==> src/rtl/ahblite_decoder_mux.sv <==
// AHB-Lite address decoder and slave-response mux with a built-in ERROR default slave.
// Define AHB_DECERR_LOG_EN to enable the sticky decode-error flag and first-error address log.
module ahblite_decoder_mux #(
    parameter int                         NUM_SLV  = 4,
    parameter int                         TAG_W    = 4,
    parameter logic [NUM_SLV*TAG_W-1:0]   SLV_TAGS = 16'h4210
) (
    input  logic                    HCLK,
    input  logic                    HRESETn,
    input  logic [31:0]             HADDR,
    input  logic [1:0]              HTRANS,
    output logic                    HREADY,
    output logic                    HRESP,
    output logic [31:0]             HRDATA,
    output logic [NUM_SLV-1:0]      HSEL_S,
    input  logic [NUM_SLV-1:0]      HREADYOUT_S,
    input  logic [NUM_SLV-1:0]      HRESP_S,
    input  logic [NUM_SLV*32-1:0]   HRDATA_S,
    input  logic                    decerr_clr,
    output logic                    decerr_flag,
    output logic [31:0]             decerr_addr
);

    localparam int IDX_W = (NUM_SLV > 1) ? $clog2(NUM_SLV) : 1;

    localparam logic [1:0] DS_NONE = 2'd0;
    localparam logic [1:0] DS_SLV  = 2'd1;
    localparam logic [1:0] DS_DEF  = 2'd2;

    localparam logic [1:0] ST_IDLE = 2'd0;
    localparam logic [1:0] ST_ERR1 = 2'd1;
    localparam logic [1:0] ST_ERR2 = 2'd2;

    logic [TAG_W-1:0] w_tag;
    logic             w_hit;
    logic [IDX_W-1:0] w_idx;
    logic             w_err_start;

    logic [1:0]       r_dsel_kind;
    logic [IDX_W-1:0] r_dsel_idx;
    logic [1:0]       r_state;

    assign w_tag = HADDR[31 -: TAG_W];

    // Scan from the top so the lowest matching index is the one left standing.
    always_comb begin
        w_hit = 1'b0;
        w_idx = '0;
        for (int i = NUM_SLV - 1; i >= 0; i--) begin
            if (w_tag == SLV_TAGS[i*TAG_W +: TAG_W]) begin
                w_hit = 1'b1;
                w_idx = IDX_W'(i);
            end
        end
    end

    always_comb begin
        HSEL_S = '0;
        for (int i = 0; i < NUM_SLV; i++) begin
            if (w_hit && (w_idx == IDX_W'(i))) HSEL_S[i] = 1'b1;
        end
    end

    assign w_err_start = HREADY & HTRANS[1] & ~w_hit;

    always_ff @(posedge HCLK or negedge HRESETn) begin
        if (!HRESETn) begin
            r_dsel_kind <= DS_NONE;
            r_dsel_idx  <= '0;
        end else if (HREADY) begin
            if (!HTRANS[1]) begin
                r_dsel_kind <= DS_NONE;
            end else if (w_hit) begin
                r_dsel_kind <= DS_SLV;
                r_dsel_idx  <= w_idx;
            end else begin
                r_dsel_kind <= DS_DEF;
            end
        end
    end

    // ERR1 always stalls, so only IDLE or ERR2 can observe w_err_start.
    always_ff @(posedge HCLK or negedge HRESETn) begin
        if (!HRESETn) begin
            r_state <= ST_IDLE;
        end else if (r_state == ST_ERR1) begin
            r_state <= ST_ERR2;
        end else if (w_err_start) begin
            r_state <= ST_ERR1;
        end else begin
            r_state <= ST_IDLE;
        end
    end

    always_comb begin
        HREADY = 1'b1;
        HRESP  = 1'b0;
        HRDATA = '0;
        case (r_dsel_kind)
            DS_SLV: begin
                for (int i = 0; i < NUM_SLV; i++) begin
                    if (r_dsel_idx == IDX_W'(i)) begin
                        HREADY = HREADYOUT_S[i];
                        HRESP  = HRESP_S[i];
                        HRDATA = HRDATA_S[i*32 +: 32];
                    end
                end
            end
            DS_DEF: begin
                HREADY = (r_state != ST_ERR1);
                HRESP  = (r_state != ST_IDLE);
            end
            default: ;
        endcase
    end

`ifdef AHB_DECERR_LOG_EN
    logic        r_decerr_flag;
    logic [31:0] r_decerr_addr;

    // A new error wins over a clear in the same cycle and re-arms the address capture.
    always_ff @(posedge HCLK or negedge HRESETn) begin
        if (!HRESETn) begin
            r_decerr_flag <= 1'b0;
            r_decerr_addr <= '0;
        end else if (w_err_start) begin
            r_decerr_flag <= 1'b1;
            if (!r_decerr_flag || decerr_clr) r_decerr_addr <= HADDR;
        end else if (decerr_clr) begin
            r_decerr_flag <= 1'b0;
            r_decerr_addr <= '0;
        end
    end

    assign decerr_flag = r_decerr_flag;
    assign decerr_addr = r_decerr_addr;
`else
    logic w_unused;
    assign w_unused    = ^{decerr_clr, HADDR};
    assign decerr_flag = 1'b0;
    assign decerr_addr = '0;
`endif

endmodule

==> config.mk <==
export PLATFORM = sky130hd
export DESIGN_NAME = ahblite_decoder_mux
export DESIGN_NICKNAME = d
export VERILOG_FILES = /design/src/rtl/ahblite_decoder_mux.sv
export SDC_FILE = /design/constraint.sdc
export NUM_CORES = 1
export LEC_CHECK = 0
export BUFFER_PORTS_ARGS = -buffer_cell sky130_fd_sc_hd__buf_4
export CAP_MARGIN = 0
export CORE_AREA = 3 3 93 95
export CTS_CLUSTER_DIAMETER = 30
export DETAILED_ROUTE_END_ITERATION = 8
export DIE_AREA = 0 0 96 98
export GPL_ROUTABILITY_DRIVEN = 0
export HOLD_SLACK_MARGIN = 0.15
export RECOVER_POWER = 25
export SETUP_SLACK_MARGIN = 0.3
export SYNTH_ARGS = -nofsm -noshare
export SYNTH_HDL_FRONTEND = slang
export SYNTH_SLANG_ARGS = --single-unit
==> constraint.sdc <==
create_clock -name HCLK -period 2.6 [get_ports HCLK]
set_input_delay 0.13 -clock HCLK [delete_from_list [all_inputs] [get_ports HCLK]]
set_output_delay 0.13 -clock HCLK [all_outputs]
set_load 0.01 [all_outputs]
# Word-level counts from Yosys, hierarchy flattened

Index checks and enable logic that the tools add are counted.

Register bits: 6
Bits in latches: 0
Memory bits (writable): 0
Bits in read-only memories: 0
Input bits: 173
Output and inout port bits: 71
Logic and storage cells: 59
Memories kept: 0

$add $sub $neg: 0
$mul: 0
Div/mod/pow operators: 0
$lt $le $gt $ge: 0
Equal/unequal tests: 13
Shift operators: 0
Muxes and demuxes: 31
Bitwise gates (word level): 3
Reductions and logical operators: 9

Operator list:

| operator             | number |
|---|---|
| $mux W32             | 5 |
| $mux W1              | 17 |
| $mux W2              | 7 |
| $eq A2 B2 Y1 const B | 5 |
| $eq A2 B1 Y1 const B | 4 |
| $eq A4 B1 Y1 const B | 1 |
| $eq A4 B2 Y1 const B | 1 |
| $eq A4 B3 Y1 const B | 1 |
| $logic_and A1 B1 Y1  | 4 |
| $logic_not A2 Y1     | 2 |
| $logic_not A4 Y1     | 1 |
| $pmux W1 S2          | 2 |
| $reduce_and A3 Y1    | 1 |
| $and A1 B1 Y1        | 2 |
| $ne A2 B1 Y1 const B | 1 |
| $reduce_bool A2 Y1   | 1 |
| $not A1 Y1           | 1 |

# Logic depth before layout (Yosys ltp)

Word-level depth: 10
Depth in mapped cells: 7
Depth with buffers taken out: 6

# Worst setup path after synthesis

No wires, ideal clock.

Kind: reg2reg
Start point: register r_dsel_idx[0]
End point: register r_dsel_idx[1]
Setup time: 0.122 ns
Data arrival time: 1.704 ns
Data required time: 2.478 ns
Slack: 0.774 ns
Cell stages (with the launch flop): 7
Buffers on the path: 2
Cells stage by stage: dfrtp_1 buf_6 mux2_4 a221o_1 or2_1 buf_6 a32o_1

Longest elaborated chain between the ends: 7

Ends and longest elaborated chain:

| element                                | line | source |
|---|---|---|
| start, declared                        | 40   | `logic [IDX_W-1:0] r_dsel_idx;` |
| start signal, assigned                 | 75   | `r_dsel_idx <= w_idx;` |
| $logic_not A2 Y1                       | 102  | `if (r_dsel_idx == IDX_W'(i)) begin` |
| $mux W1 (3 in a row)                   | 102  |  |
| $mux W1 (*)                            | 102  |  |
| $pmux W1 S2 (*)                        | 99   | `case (r_dsel_kind)` |
| via HREADY                             | 12   | `output logic HREADY,` |
| $reduce_and A3 Y1 (no source line) (*) | n/a  |  |

The timed path passes the listed nets; every way through them passes the cells marked *.
A chain may end at the register's enable or synchronous reset.

# Worst setup path after layout

Start point: register r_dsel_kind[1]
End point: output port HREADY

Longest elaborated chain between the ends: 2

Ends and longest elaborated chain:

| element                                      | line | source |
|---|---|---|
| start, declared                              | 39   | `logic [1:0] r_dsel_kind;` |
| start signal, assigned                       | 68   | `r_dsel_kind <= DS_NONE;` |
| start signal, assigned                       | 72   | `r_dsel_kind <= DS_NONE;` |
| start signal, assigned                       | 74   | `r_dsel_kind <= DS_SLV;` |
| $eq A2 B2 Y1 or $eq A2 B1 Y1 (tied branches) | 99   |  |
| $pmux W1 S2 (*)                              | 99   |  |
| end, declared                                | 12   |  |

Mark *: on every way between the ends. The rest lies on a longest branch, timed or not.

==> Implementation_results.wiki <==
{| class="wikitable"
! Metric !! Value
|-
| Status || completed
|-
| Final count of pins violating max slew || 0
|-
| Total iterations of the first detailed-routing run || 4
|-
| Yosys top cell by area || sky130_fd_sc_hd__mux4_2
|-
| Wire length after detailed routing || roughly 6.3 mm
|-
| CP max stage cell || sky130_fd_sc_hd__dfrtp_1
|-
| Via density || between 4 and 5
|-
| Flop-to-flop setup slack || between 0.8 and 0.9 ns
|-
| Hold buffer count at cts || 1
|-
| Largest fanout on the critical path || 34
|-
| Max frequency || between 0.5 and 0.6 GHz
|-
| Final hold violation count || 0
|-
| Global-route wire length before repair || just under 9 mm
|-
| Full die area || 0.00941 mm^2
|-
| Largest cells by area after synthesis || sky130_fd_sc_hd__mux4_2, sky130_fd_sc_hd__buf_4, sky130_fd_sc_hd__and2_1
|-
| Async SR Flop Fraction || 1.00
|-
| Startpoint type of the worst setup path || flop
|-
| Top post-synthesis cells by count || sky130_fd_sc_hd__and2_1, sky130_fd_sc_hd__buf_4, sky130_fd_sc_hd__mux4_2, sky130_fd_sc_hd__clkbuf_1, sky130_fd_sc_hd__dfrtp_1
|-
| Synth Warn # || 0
|-
| Buffers inserted during post-CTS setup optimization || 0
|-
| Placeable core region || 0.00781 mm^2
|-
| Detail Route Antenna Nets || 0
|-
| Maximum resistive drop on vdd || around 0.28 mV
|-
| Buffers added on ports || 180
|-
| Total Routing Usage GR || 0.118
|-
| Post-synthesis instance area || approximately 0.0016 mm^2
|-
| Post-route clock period utilization || 0.753
|-
| Area of the multi-input gates || between 0.001 and 0.0015 mm^2
|-
| Number of antenna repair diodes || 0
|-
| List of cells traversed by the critical path || inv_1, ha_1, buf_4, nor3b_1, or2_1, buf_4
|-
| Worst hold slack || approximately 0.2 ns
|-
| DRT iter0 DRCs || 35
|-
| Clk root buf || sky130_fd_sc_hd__clkbuf_8
|-
| Antenna violations before repair || 0
|-
| Starting density of the core || 0.209
|-
| Register bit total from synthesis || 6
|-
| Hold/Removal Path Class || input port to flop
|-
| Layout Nets || approximately 500
|-
| Area added between synthesis and finish || 83.6%
|-
| Static Leak || between 0.001 and 0.0015 uW
|-
| Maximum clock path buffer count || 2
|-
| Critical path arrival || about 1.8 ns
|-
| Clock-pin slew reported for the worst setup and hold paths after clock tree synthesis || ~0.030 ns
|-
| Transition time at the pin with the least slew margin || approximately 0.6 ns
|-
| Fraction of final layout cells with drive strength greater than 1 || 0.675
|-
| Synth cell types || 30
|-
| Fin area || between 0.003 and 0.004 mm^2
|-
| Horiz. Die Dim || about 96 um
|-
| Share of synthesized area occupied by flip-flops and latches || 0.0918
|-
| Global route total overflow || 0
|-
| Placed wire-length estimate || 5.60 mm
|-
| Post-synthesis area per instance || about 11 um^2
|-
| Number of global-route vias before repair || about 1900
|-
| Standard-cell rows || 32
|-
| Worst path most repeated cell || sky130_fd_sc_hd__buf_4
|-
| Mean routed wirelength per cell || ~15 um
|-
| Skew-Pair Late Insertion Delay || between 0.2 and 0.25 ns
|-
| Leading register cell type out of synthesis || sky130_fd_sc_hd__dfrtp_1
|-
| Setup TNS || 0 ns
|-
| Share of the core filled with cells in the final layout || 0.384
|-
| Largest stage delay, worst path || around 0.37 ns
|-
| RSZ-0062 raised after global routing || no
|-
| Max Cap Violations || 0
|-
| Type of destination of the critical path || output pin
|-
| # H-tree levels || 1
|-
| Area used by sequential logic in the layout || around 150 um^2
|-
| Total power || 1700 uW
|-
| CTS tree || yes
|-
| Via count || about 1800
|-
| Cell Area, Placed || 0.00296 mm^2
|-
| Final setup viols || 0
|-
| Quantity of gates resized following cts || 0
|-
| Top-count cell post-synth || sky130_fd_sc_hd__and2_1
|-
| Vertical die dimension || between 90 and 100 um
|-
| Ports placed on the boundary || 244
|-
| Fillers || 814
|-
| Setup Skew || slightly below 0.007 ns
|-
| Cell area power density || between 500 and 600 mW/mm^2
|-
| Clock buffers created by TritonCTS || 3
|-
| Critical path type || flop to output pin
|-
| Req. time, crit path || ~2.5 ns
|-
| Fin crit period || approximately 2.0 ns
|-
| DR DRC count || 0
|-
| Count of buffering cells on the critical path with inverters included || 3
|-
| Sink count of the clock tree || 6
|-
| Crit-path leading delay family || simple AND/OR/NAND/NOR gates
|-
| EDFF count, synth || 0
|-
| Maximum number of pins on one net before global-route repair || 35
|-
| Worst slew margin || 0.592
|-
| Area fraction of the dominant cell type after synthesis || 0.454
|-
| Post-synthesis instance total || ~150
|}
## worst register-to-register path, delay by kind of cell, from the launching register on
family | cells | cell delay [ns]
muxes | 1 | 0.30
AOI/OAI and AO/OA | 2 | 0.63
and+or+nand+nor | 1 | 0.31
DFF | 1 | 0.41
## sequential cells by signal, summed over array words and instances (netlist names)
signal,count
r_dsel_kind,2
r_dsel_idx,2
r_state,2
## layer usage
layer  track usage  share of wire  vias to the layer above
li1              -              -                      847
met1         0.129           0.33                      849
met2         0.225           0.53                      119
met3        0.0285           0.14                        4
met4        0.0208          0.011                        0
met5             0              0                        -
## power by group
part	total [uW]	switching, uW	internal [uW]
clock network	143	37.6	105
registers	159	23.3	136
logic	1400	564	834
total	1700	625	1080
## path summary, 6_finish.rpt
| check | startpoint | to | cells past startpoint |
|---|---|---|---|
| max | r_dsel_kind[1] | HREADY | 6 |
| min | HTRANS[1] | r_dsel_kind[1] | 3 |
| min in group asynchronous | HRESETn | r_dsel_kind[0] | 2 |
| max in group asynchronous | HRESETn | r_dsel_idx[0] | 2 |
| max reg2reg | r_dsel_idx[0] | r_dsel_idx[1] | 4 |
| min reg2reg | r_state[0] | r_state[1] | 2 |
## kinds of logic (layout without fill, tap and decap cells)
group	Yosys count	in the layout	share of synthesized area
multiplexers	37	37	0.482
buffers and inverters	49	194	0.200
adder cells (fa/ha/maj)	2	2	0.0153
flip-flops	6	6	0.0918
AND/OR/NAND/NOR	48	48	0.182
other	1	33	0.00229
AO/OA/AOI/OAI	6	6	0.0268
## stage by stage
stage / worst slack [ns] / cells
floorplan: 0.774 / 181
global placement: 0.829 / 423
detailed placement: 0.845 / 423
CTS: 0.605 / 428
global route: 0.458 / 428
finish: 0.642 / 428
## cells in the final DEF (no fill, tap or decap)
cell type	instances
sky130_fd_sc_hd__nor3b_1	1
sky130_fd_sc_hd__nand3_1	1
sky130_fd_sc_hd__nor4_1	1
sky130_fd_sc_hd__and2_0	1
sky130_fd_sc_hd__inv_1	4
sky130_fd_sc_hd__mux2i_1	3
sky130_fd_sc_hd__nor3_1	2
sky130_fd_sc_hd__ha_1	2
sky130_fd_sc_hd__mux4_2	33
sky130_fd_sc_hd__o21ai_0	1
sky130_fd_sc_hd__clkbuf_1	5
sky130_fd_sc_hd__dfrtp_2	1
sky130_fd_sc_hd__o21ai_1	1
sky130_fd_sc_hd__and4_1	1
sky130_fd_sc_hd__nand2b_1	1
sky130_fd_sc_hd__nor2_1	1
sky130_fd_sc_hd__dlygate4sd3_1	1
sky130_fd_sc_hd__clkbuf_8	3
sky130_fd_sc_hd__a32o_1	1
sky130_fd_sc_hd__o221ai_1	1
sky130_fd_sc_hd__or2_2	1
sky130_fd_sc_hd__buf_4	181
sky130_fd_sc_hd__a221o_1	1
sky130_fd_sc_hd__nand2_1	2
sky130_fd_sc_hd__mux2_4	1
sky130_fd_sc_hd__and2_1	33
sky130_fd_sc_hd__dfrtp_1	5
sky130_fd_sc_hd__or2_1	1
sky130_fd_sc_hd__a21oi_1	1
sky130_fd_sc_hd__nor4b_1	2
sky130_fd_sc_hd__conb_1	33
## final cells by class
type	instances	area share
multi-input cells	126	0.426
repair buffers	186	0.461
clock buffers	4	0.0150
inverters	4	0.00500
well taps	102	0.0425
flip-flops and latches	6	0.0504
Note: power is estimated with default switching activity, not from simulation.
